## src/rtl/bsearch_pkg.sv

```systemverilog
`default_nettype none
// ============================================================================
// Module : bsearch_pkg
// Brief  : Shared types for the binary-search engine: search modes, FSM
//          states and the mode-decode helper.
// Rev    : 1.0  initial release
// ============================================================================
package bsearch_pkg;

  typedef enum logic [1:0] {
    BS_EXACT = 2'b00,
    BS_LOWER = 2'b01,
    BS_UPPER = 2'b10
  } bs_mode_e;

  typedef enum logic [1:0] {
    IDLE  = 2'b00,
    ISSUE = 2'b01,
    WAIT  = 2'b10,
    DONE  = 2'b11
  } bs_state_e;

  // The unused encoding 2'b11 falls back to an exact search.
  function automatic bs_mode_e decode_mode(input logic [1:0] m);
    case (m)
      2'b01:   decode_mode = BS_LOWER;
      2'b10:   decode_mode = BS_UPPER;
      default: decode_mode = BS_EXACT;
    endcase
  endfunction

endpackage
`default_nettype wire

```

## src/rtl/bsearch_gen_if.sv

```systemverilog
`default_nettype none
// ============================================================================
// Module : bsearch_gen_if
// Brief  : Request/result handshake and lookup-RAM read port of the
//          binary-search engine. slave = engine side, master = harness/RAM.
// Rev    : 1.0  initial release
// ============================================================================
interface bsearch_gen_if #(
  parameter int DATA_W = 8,
  parameter int ADDR_W = 5
);
  logic              start;
  logic [DATA_W-1:0] A;
  logic [1:0]        mode;
  logic [ADDR_W-1:0] mem_addr;
  logic              mem_rd_en;
  logic [DATA_W-1:0] mem_rdata;
  logic              busy;
  logic              done;
  logic              found;
  logic              notfound;
  logic [ADDR_W-1:0] loc;

  modport slave (
    input  start, A, mode, mem_rdata,
    output mem_addr, mem_rd_en, busy, done, found, notfound, loc
  );

  modport master (
    output start, A, mode, mem_rdata,
    input  mem_addr, mem_rd_en, busy, done, found, notfound, loc
  );
endinterface
`default_nettype wire

```

## src/rtl/bsearch_gen_datapath.sv

```systemverilog
`default_nettype none
// ============================================================================
// Module : bsearch_gen_datapath
// Brief  : Search window [lo,hi), probe address, read-latency counter,
//          compare, hit flag and registered result of the search engine.
// Rev    : 1.0  initial release
// ============================================================================
module bsearch_gen_datapath
  import bsearch_pkg::*;
#(
  parameter int DATA_W = 8,
  parameter int ADDR_W = 5,
  parameter int RD_LAT = 1
) (
  input  logic              clk,
  input  logic              reset,
  input  logic              load,
  input  logic              issue,
  input  logic              in_wait,
  input  logic [DATA_W-1:0] key_in,
  input  logic [1:0]        mode_in,
  input  logic [DATA_W-1:0] rdata,
  output logic [ADDR_W-1:0] addr,
  output logic              last,
  output logic              converge,
  output logic              found,
  output logic [ADDR_W-1:0] loc
);

  localparam int                CNT_W    = (RD_LAT > 1) ? $clog2(RD_LAT) : 1;
  localparam logic [CNT_W-1:0]  CNT_INIT = CNT_W'(RD_LAT - 1);
  localparam logic [ADDR_W:0]   DEPTH    = {1'b1, {ADDR_W{1'b0}}};

  logic [DATA_W-1:0] key;
  bs_mode_e          mode;
  logic [ADDR_W:0]   lo, hi, probe;
  logic              hit;
  logic [CNT_W-1:0]  cnt;

  logic [ADDR_W:0]   mid, lo_n, hi_n;
  logic              less, hit_n, res_found;

  // Next-window computation from the probe result; mid is formed as
  // lo + (hi-lo)/2 so it never needs more than ADDR_W+1 bits.
  always_comb begin
    mid       = lo + ((hi - lo) >> 1);
    less      = (mode == BS_UPPER) ? (rdata <= key) : (rdata < key);
    lo_n      = less ? (probe + 1'b1) : lo;
    hi_n      = less ? hi : probe;
    hit_n     = less ? hit : (rdata == key);
    res_found = (mode == BS_EXACT) ? hit_n : ~lo_n[ADDR_W];
    last      = (cnt == '0);
    converge  = (lo_n == hi_n);
    addr      = issue ? mid[ADDR_W-1:0] : probe[ADDR_W-1:0];
  end

  // Window, counter and result registers; the result is captured on the
  // final compare so it is stable for the whole DONE interval.
  always_ff @(posedge clk) begin
    if (reset) begin
      key   <= '0;
      mode  <= BS_EXACT;
      lo    <= '0;
      hi    <= '0;
      probe <= '0;
      hit   <= 1'b0;
      cnt   <= '0;
      found <= 1'b0;
      loc   <= '0;
    end else if (load) begin
      key   <= key_in;
      mode  <= decode_mode(mode_in);
      lo    <= '0;
      hi    <= DEPTH;
      hit   <= 1'b0;
      found <= 1'b0;
      loc   <= '0;
    end else if (issue) begin
      probe <= mid;
      cnt   <= CNT_INIT;
    end else if (in_wait) begin
      if (!last) begin
        cnt <= cnt - 1'b1;
      end else begin
        lo  <= lo_n;
        hi  <= hi_n;
        hit <= hit_n;
        if (converge) begin
          found <= res_found;
          loc   <= res_found ? lo_n[ADDR_W-1:0] : '0;
        end
      end
    end
  end

endmodule
`default_nettype wire

```

## src/rtl/bsearch_gen.sv

```systemverilog
`default_nettype none
// ============================================================================
// Module : bsearch_gen
// Brief  : Binary-search engine over an ascending-sorted external RAM with
//          exact / lower-bound / upper-bound modes and configurable read
//          latency. Holds the control FSM; arithmetic lives in the datapath.
// Rev    : 1.0  initial release
// ============================================================================
module bsearch_gen
  import bsearch_pkg::*;
#(
  parameter int DATA_W = 8,
  parameter int ADDR_W = 5,
  parameter int RD_LAT = 1
) (
  input  logic          clk,
  input  logic          reset,
  bsearch_gen_if.slave  bus
);

  bs_state_e state, state_n;
  logic      load, issue, in_wait, last, converge, found_r;

  // State register.
  always_ff @(posedge clk) begin
    if (reset) state <= IDLE;
    else       state <= state_n;
  end

  // Next-state logic and control strobes.
  always_comb begin
    state_n = state;
    load    = 1'b0;
    issue   = 1'b0;
    in_wait = 1'b0;
    case (state)
      IDLE: begin
        if (bus.start) begin
          load    = 1'b1;
          state_n = ISSUE;
        end
      end
      ISSUE: begin
        issue   = 1'b1;
        state_n = WAIT;
      end
      WAIT: begin
        in_wait = 1'b1;
        if (last) state_n = converge ? DONE : ISSUE;
      end
      DONE: begin
        if (!bus.start) state_n = IDLE;
      end
      default: state_n = IDLE;
    endcase
  end

  assign bus.mem_rd_en = (state == ISSUE);
  assign bus.busy      = (state == ISSUE) || (state == WAIT);
  assign bus.done      = (state == DONE);
  assign bus.found     = bus.done & found_r;
  assign bus.notfound  = bus.done & ~found_r;

  bsearch_gen_datapath #(
    .DATA_W (DATA_W),
    .ADDR_W (ADDR_W),
    .RD_LAT (RD_LAT)
  ) u_datapath (
    .clk      (clk),
    .reset    (reset),
    .load     (load),
    .issue    (issue),
    .in_wait  (in_wait),
    .key_in   (bus.A),
    .mode_in  (bus.mode),
    .rdata    (bus.mem_rdata),
    .addr     (bus.mem_addr),
    .last     (last),
    .converge (converge),
    .found    (found_r),
    .loc      (bus.loc)
  );

endmodule
`default_nettype wire
```

## src/flat_wrapper.sv

```systemverilog
// flat-port wrapper written by rule: the top's interface ports become plain ports
module bsearch_gen_flat import bsearch_pkg::*;
#(
  parameter int DATA_W = 8,
  parameter int ADDR_W = 5,
  parameter int RD_LAT = 1
)
  (clk, reset, bus_start, bus_A, bus_mode, bus_mem_rdata, bus_mem_addr, bus_mem_rd_en, bus_busy, bus_done, bus_found, bus_notfound, bus_loc);
  bsearch_gen_if #(.DATA_W(DATA_W), .ADDR_W(ADDR_W)) bus_i ();
  input  logic clk;
  input  logic reset;
  input wire logic [$bits(bus_i.start)-1:0] bus_start;
  input wire logic [$bits(bus_i.A)-1:0] bus_A;
  input wire logic [$bits(bus_i.mode)-1:0] bus_mode;
  input wire logic [$bits(bus_i.mem_rdata)-1:0] bus_mem_rdata;
  output wire logic [$bits(bus_i.mem_addr)-1:0] bus_mem_addr;
  output wire logic [$bits(bus_i.mem_rd_en)-1:0] bus_mem_rd_en;
  output wire logic [$bits(bus_i.busy)-1:0] bus_busy;
  output wire logic [$bits(bus_i.done)-1:0] bus_done;
  output wire logic [$bits(bus_i.found)-1:0] bus_found;
  output wire logic [$bits(bus_i.notfound)-1:0] bus_notfound;
  output wire logic [$bits(bus_i.loc)-1:0] bus_loc;
  assign bus_i.start = bus_start;
  assign bus_i.A = bus_A;
  assign bus_i.mode = bus_mode;
  assign bus_i.mem_rdata = bus_mem_rdata;
  assign bus_mem_addr = bus_i.mem_addr;
  assign bus_mem_rd_en = bus_i.mem_rd_en;
  assign bus_busy = bus_i.busy;
  assign bus_done = bus_i.done;
  assign bus_found = bus_i.found;
  assign bus_notfound = bus_i.notfound;
  assign bus_loc = bus_i.loc;
  bsearch_gen #(.DATA_W(DATA_W), .ADDR_W(ADDR_W), .RD_LAT(RD_LAT)) u_core (.clk(clk), .reset(reset), .bus(bus_i));
endmodule
```

## config.mk

```make
export PLATFORM = sky130hd
export DESIGN_NAME = bsearch_gen_flat
export DESIGN_NICKNAME = d
export VERILOG_FILES = /design/src/rtl/bsearch_pkg.sv /design/src/rtl/bsearch_gen_if.sv /design/src/rtl/bsearch_gen_datapath.sv /design/src/rtl/bsearch_gen.sv /design/src/flat_wrapper.sv
export SDC_FILE = /design/constraint.sdc
export NUM_CORES = 1
export LEC_CHECK = 0
export ABC_AREA = 0
export CORE_MARGIN = 1
export CORE_UTILIZATION = 55
export CTS_CLUSTER_SIZE = 24
export DETAILED_ROUTE_END_ITERATION = 10
export GPL_TIMING_DRIVEN = 0
export PLACE_DENSITY = 0.8
export SYNTH_ARGS = -nofsm -noshare
export SYNTH_HDL_FRONTEND = slang
export SYNTH_SLANG_ARGS = --single-unit
export TNS_END_PERCENT = 5
```

## constraint.sdc

```tcl
create_clock -name clk -period 3.1 [get_ports clk]
set_clock_uncertainty 0.05 [all_clocks]
set_input_delay 0.465 -clock clk [delete_from_list [all_inputs] [get_ports clk]]
set_output_delay 0.465 -clock clk [all_outputs]
set_load 0.005 [all_outputs]
```

==> qor_table.md <==
| Result | Reported |
|---|---|
| Leftover overflow at the end of global routing | 0 |
| Largest net degree at the start of global routing | 14 |
| Critical Path AT | 2.59 ns |
| Post-place setup slack | -0.2160 ns |
| Number of DRC violations after detailed routing | 0 |
| Post-detailed-placement cell area | 0.002975 mm2 |
| FFs w/ async S/R, synth | 0% |
| CP startpoint kind | flip-flop |
| Number of enable flip-flop cells after synthesis | 0 |
| Leak pwr | 1.309 nW |
| Violations in the final reports | negative setup slack |
| FP Rows | 24 |
| Number of global-route vias before repair | 2268 |
| Count of maximum capacitance violations | 0 |
| Biggest cell delay along the critical path | 0.36 ns |
| Iteration count of the initial detailed-routing pass | 4 |
| HP Start | u_core.u_datapath.key[6] |
| TritonCTS clock tree | yes |
| Root Buffer | sky130_fd_sc_hd__clkbuf_8 |
| Worst hold endpoint | u_core.u_datapath.key[6] |
| Die Span X | 70.23 um |
| Layout Nets | 399 |
| Setup TNS | -0.003919 ns |
| Maximum clock path buffer count | 2 |
| Share of layout cells above drive strength 1 | 14.97% |
| Mean post-synth cell area | 8.339 um2 |
| Commonest cells after routing, fill and taps aside | sky130_fd_sc_hd__nand2_1, sky130_fd_sc_hd__dfxtp_1, sky130_fd_sc_hd__clkdlybuf4s50_1, sky130_fd_sc_hd__nor2_1 |
| Required @ worst endpoint | 2.58 ns |
| Crit Path Class | reg2out |
| Post-synthesis register bit count | 37 |
| Estimated wirelength of the detail-placed design | 4615 um |
| Hold WS | 0.4069 ns |
| Largest fanout of any net on the critical path | 4 |
| Number of cells produced by synthesis | 307 |
| Post-synth design cell area | 0.002560 mm2 |
| Terminus of the critical flop-to-flop path | u_core.u_datapath.loc[2] |
| Die area | 0.004932 mm2 |
| Share of the synthesized area in the top cell type | 28.93% |
| Clock slew at reported path FFs | 0.08 ns |
| Maximum clock frequency | 322.2 MHz |
| Port bufs | 35 |
| Number of warnings issued by yosys | 0 |
| Run status | complete, but fails checks |
| Post-route design area | 0.003189 mm2 |
| Top cells by area in the synthesized netlist | sky130_fd_sc_hd__dfxtp_1, sky130_fd_sc_hd__ha_1, sky130_fd_sc_hd__nand2_1, sky130_fd_sc_hd__a21oi_1, sky130_fd_sc_hd__mux2i_1 |
| Post-layout min period | 3.104 ns |
| Area growth, synth to finish | 24.58% |
| Hold Violations, Final | 0 |
| Number of DRC violations after detailed-routing iteration 0 | 148 |
| Worst setup slack for register-to-register paths | 0.51 ns |
| Cell Pwr Density | 489.7 mW/mm2 |
| Worst relative slew slack | 61.25% |
| DR vias/cell | 5.830 |
| Total number of vias | 2367 |
| Number of nets still failing antenna checks after routing | 0 |
| Global-route usage over all layers | 26.63% |
| Total power consumption of the routed design | 0.001562 W |
| List of cells traversed by the critical path | inv_2 -> ha_1 -> a21oi_2 -> nor2b_4 -> nor2_2 -> xnor2_1 -> ha_1 -> a21oi_2 -> nor2_1 -> nor2_1 -> xnor2_1 -> mux2_2 -> buf_2 |
| First-pass GRT wire length | 10380 um |
| Number of instances on the worst hold path | 2 |
| Routability cong. | 0.8934 |
| Sinks on the clock net | 37 |
| Initial antenna violation count | 0 |
| Clock latency of the later-clocked register in the worst-skew pair | 0.30 ns |
| Wirelength, routed | 6352 um |
| Type of the worst min-delay path | reg2reg |
| Number of nets in the synthesized netlist | 353 |
| Setup WS post-layout | -0.003919 ns |
| Seq/Total Area, Yosys | 28.93% |
| Max stage delay cell, worst path | sky130_fd_sc_hd__dfxtp_4 |
| Most frequent standard cell in the layout excluding fill and tap cells | sky130_fd_sc_hd__nand2_1 |
| Part of the cycle the worst path needs | 100.1% |
| CTS HTree Levels | 2 |
| Top-level I/O count | 36 |
| Worst r2r src | u_core.u_datapath.key[5] |
| Final count of negative-setup-slack endpoints | 1 |
| Flip-flop cell with the highest count after synthesis | sky130_fd_sc_hd__dfxtp_1 |
| Highest ir drop seen on vdd | 274.5 uV |
| Transition time at the pin with the least slew margin | 0.5752 ns |
| Netlist cell types | 49 |
| RSZ-0062 raised after global routing | true |
| Worst-case reg-to-reg path depth | 9 |
| Die height | 70.23 um |
| Core area | 0.004414 mm2 |
| Max-slew violation count | 0 |
| Initial cell density of the core | 57.99% |
| Number of clock buffers inserted by TritonCTS | 5 |
| Largest area contributor in the netlist | sky130_fd_sc_hd__dfxtp_1 |
| Sort of element at the end of the critical path | primary output |
| ANT cells | 0 |
| Cts-stage hold buffer count | 0 |
| Avg WL per Cell | 15.65 um |
## stage by stage
step / cells / util [%]
final: 406 / 72.25
after global routing: 406 / 72.25
after CTS: 405 / 71.49
after detailed placement: 394 / 67.40
after global placement: 394 / 67.40
after floorplan: 307 / -
## cell usage after synthesis (3+ instances only)
| cell type | n |
|---|---|
| sky130_fd_sc_hd__nand2b_1 | 5 |
| sky130_fd_sc_hd__xnor2_1 | 12 |
| sky130_fd_sc_hd__nand4_1 | 7 |
| sky130_fd_sc_hd__mux2_2 | 4 |
| sky130_fd_sc_hd__mux2i_1 | 13 |
| sky130_fd_sc_hd__ha_1 | 23 |
| sky130_fd_sc_hd__xor2_1 | 8 |
| sky130_fd_sc_hd__clkbuf_1 | 8 |
| sky130_fd_sc_hd__buf_2 | 3 |
| sky130_fd_sc_hd__dfxtp_1 | 37 |
| sky130_fd_sc_hd__nor2b_1 | 10 |
| sky130_fd_sc_hd__a21oi_1 | 26 |
| sky130_fd_sc_hd__nand3_1 | 12 |
| sky130_fd_sc_hd__nor3_1 | 4 |
| sky130_fd_sc_hd__a211oi_1 | 8 |
| sky130_fd_sc_hd__o21ai_0 | 8 |
| sky130_fd_sc_hd__nor2_1 | 28 |
| sky130_fd_sc_hd__inv_1 | 18 |
| sky130_fd_sc_hd__nand2_1 | 37 |
## sequential cells by signal, summed over array words and instances, names as in the netlist
register / count
u_core.u_datapath.loc: 5
u_core.u_datapath.found: 1
u_core.u_datapath.probe: 6
u_core.u_datapath.hi: 6
u_core.u_datapath.lo: 6
u_core.u_datapath.hit: 1
u_core.state: 2
u_core.u_datapath.mode: 2
u_core.u_datapath.key: 8
## report_power, final
part / total, W / internal (W) / switching (W)
logic: 0.000589 / 0.000255 / 0.000334
registers: 0.000538 / 0.000508 / 0.0000305
clock network: 0.000434 / 0.000241 / 0.000194
total: 0.00156 / 0.00100 / 0.000558
## final cells by class
cell class / instances / area, um2
multi-input cells: 239 / 1759
well taps: 52 / 65.06
fillers: 361 / 1225
plain buffers: 13 / 60.06
inverters: 18 / 67.56
repair buffers: 39 / 367.9
clock inverters: 3 / 46.29
flip-flops and latches: 37 / 754.5
clock buffers: 5 / 68.82
## critical path, delay by kind of cell (launching register included)
kind	cells	cell delay, ns
buffers and inverters	2	0.19
AND/OR/NAND/NOR	4	0.33
multiplexers	1	0.26
XOR/XNOR	2	0.15
flip-flops	1	0.36
AO/OA/AOI/OAI	2	0.35
adder cells (fa/ha/maj)	2	0.66
## cells by family after synthesis
kind of cell	count (synthesis)	share of synthesized area (%)
xor+xnor	20	6.843
fa+ha+maj	25	12.81
flops	37	28.93
simple gates	117	22.63
mux	17	6.842
buf+inv	31	4.985
compound gates	60	16.96
## worst max-delay path by stage
stage / start / end / slack (ns) / cells past startpoint
finish: u_core.u_datapath.lo[1] / bus_mem_addr[4] / -0.004 / 13
global route: u_core.u_datapath.hi[0] / bus_mem_addr[4] / -0.1 / 12
CTS: u_core.u_datapath.hi[0] / bus_mem_addr[3] / -0.06 / 10
detailed placement: u_core.u_datapath.lo[1] / bus_mem_addr[4] / -0.22 / 10
global placement: u_core.u_datapath.lo[1] / bus_mem_addr[4] / -0.20 / 10
floorplan: u_core.u_datapath.lo[1] / bus_mem_addr[4] / 0.38 / 11
## metal layers
metal,vias up,routed length [um],GRT usage [%]
met5,-,0,0
li1,1165,-,-
met4,0,141,10.67
met3,15,350,5.195
met1,1111,2827,33.42
met2,76,3033,44.55
## what timing repair did
item	4_1_cts	5_1_grt
endpoints found under the setup margin	4	2
buffers inserted	3	1
pin swaps	6	10
gates resized for setup	25	9
Power figures use the tool's default switching activity.
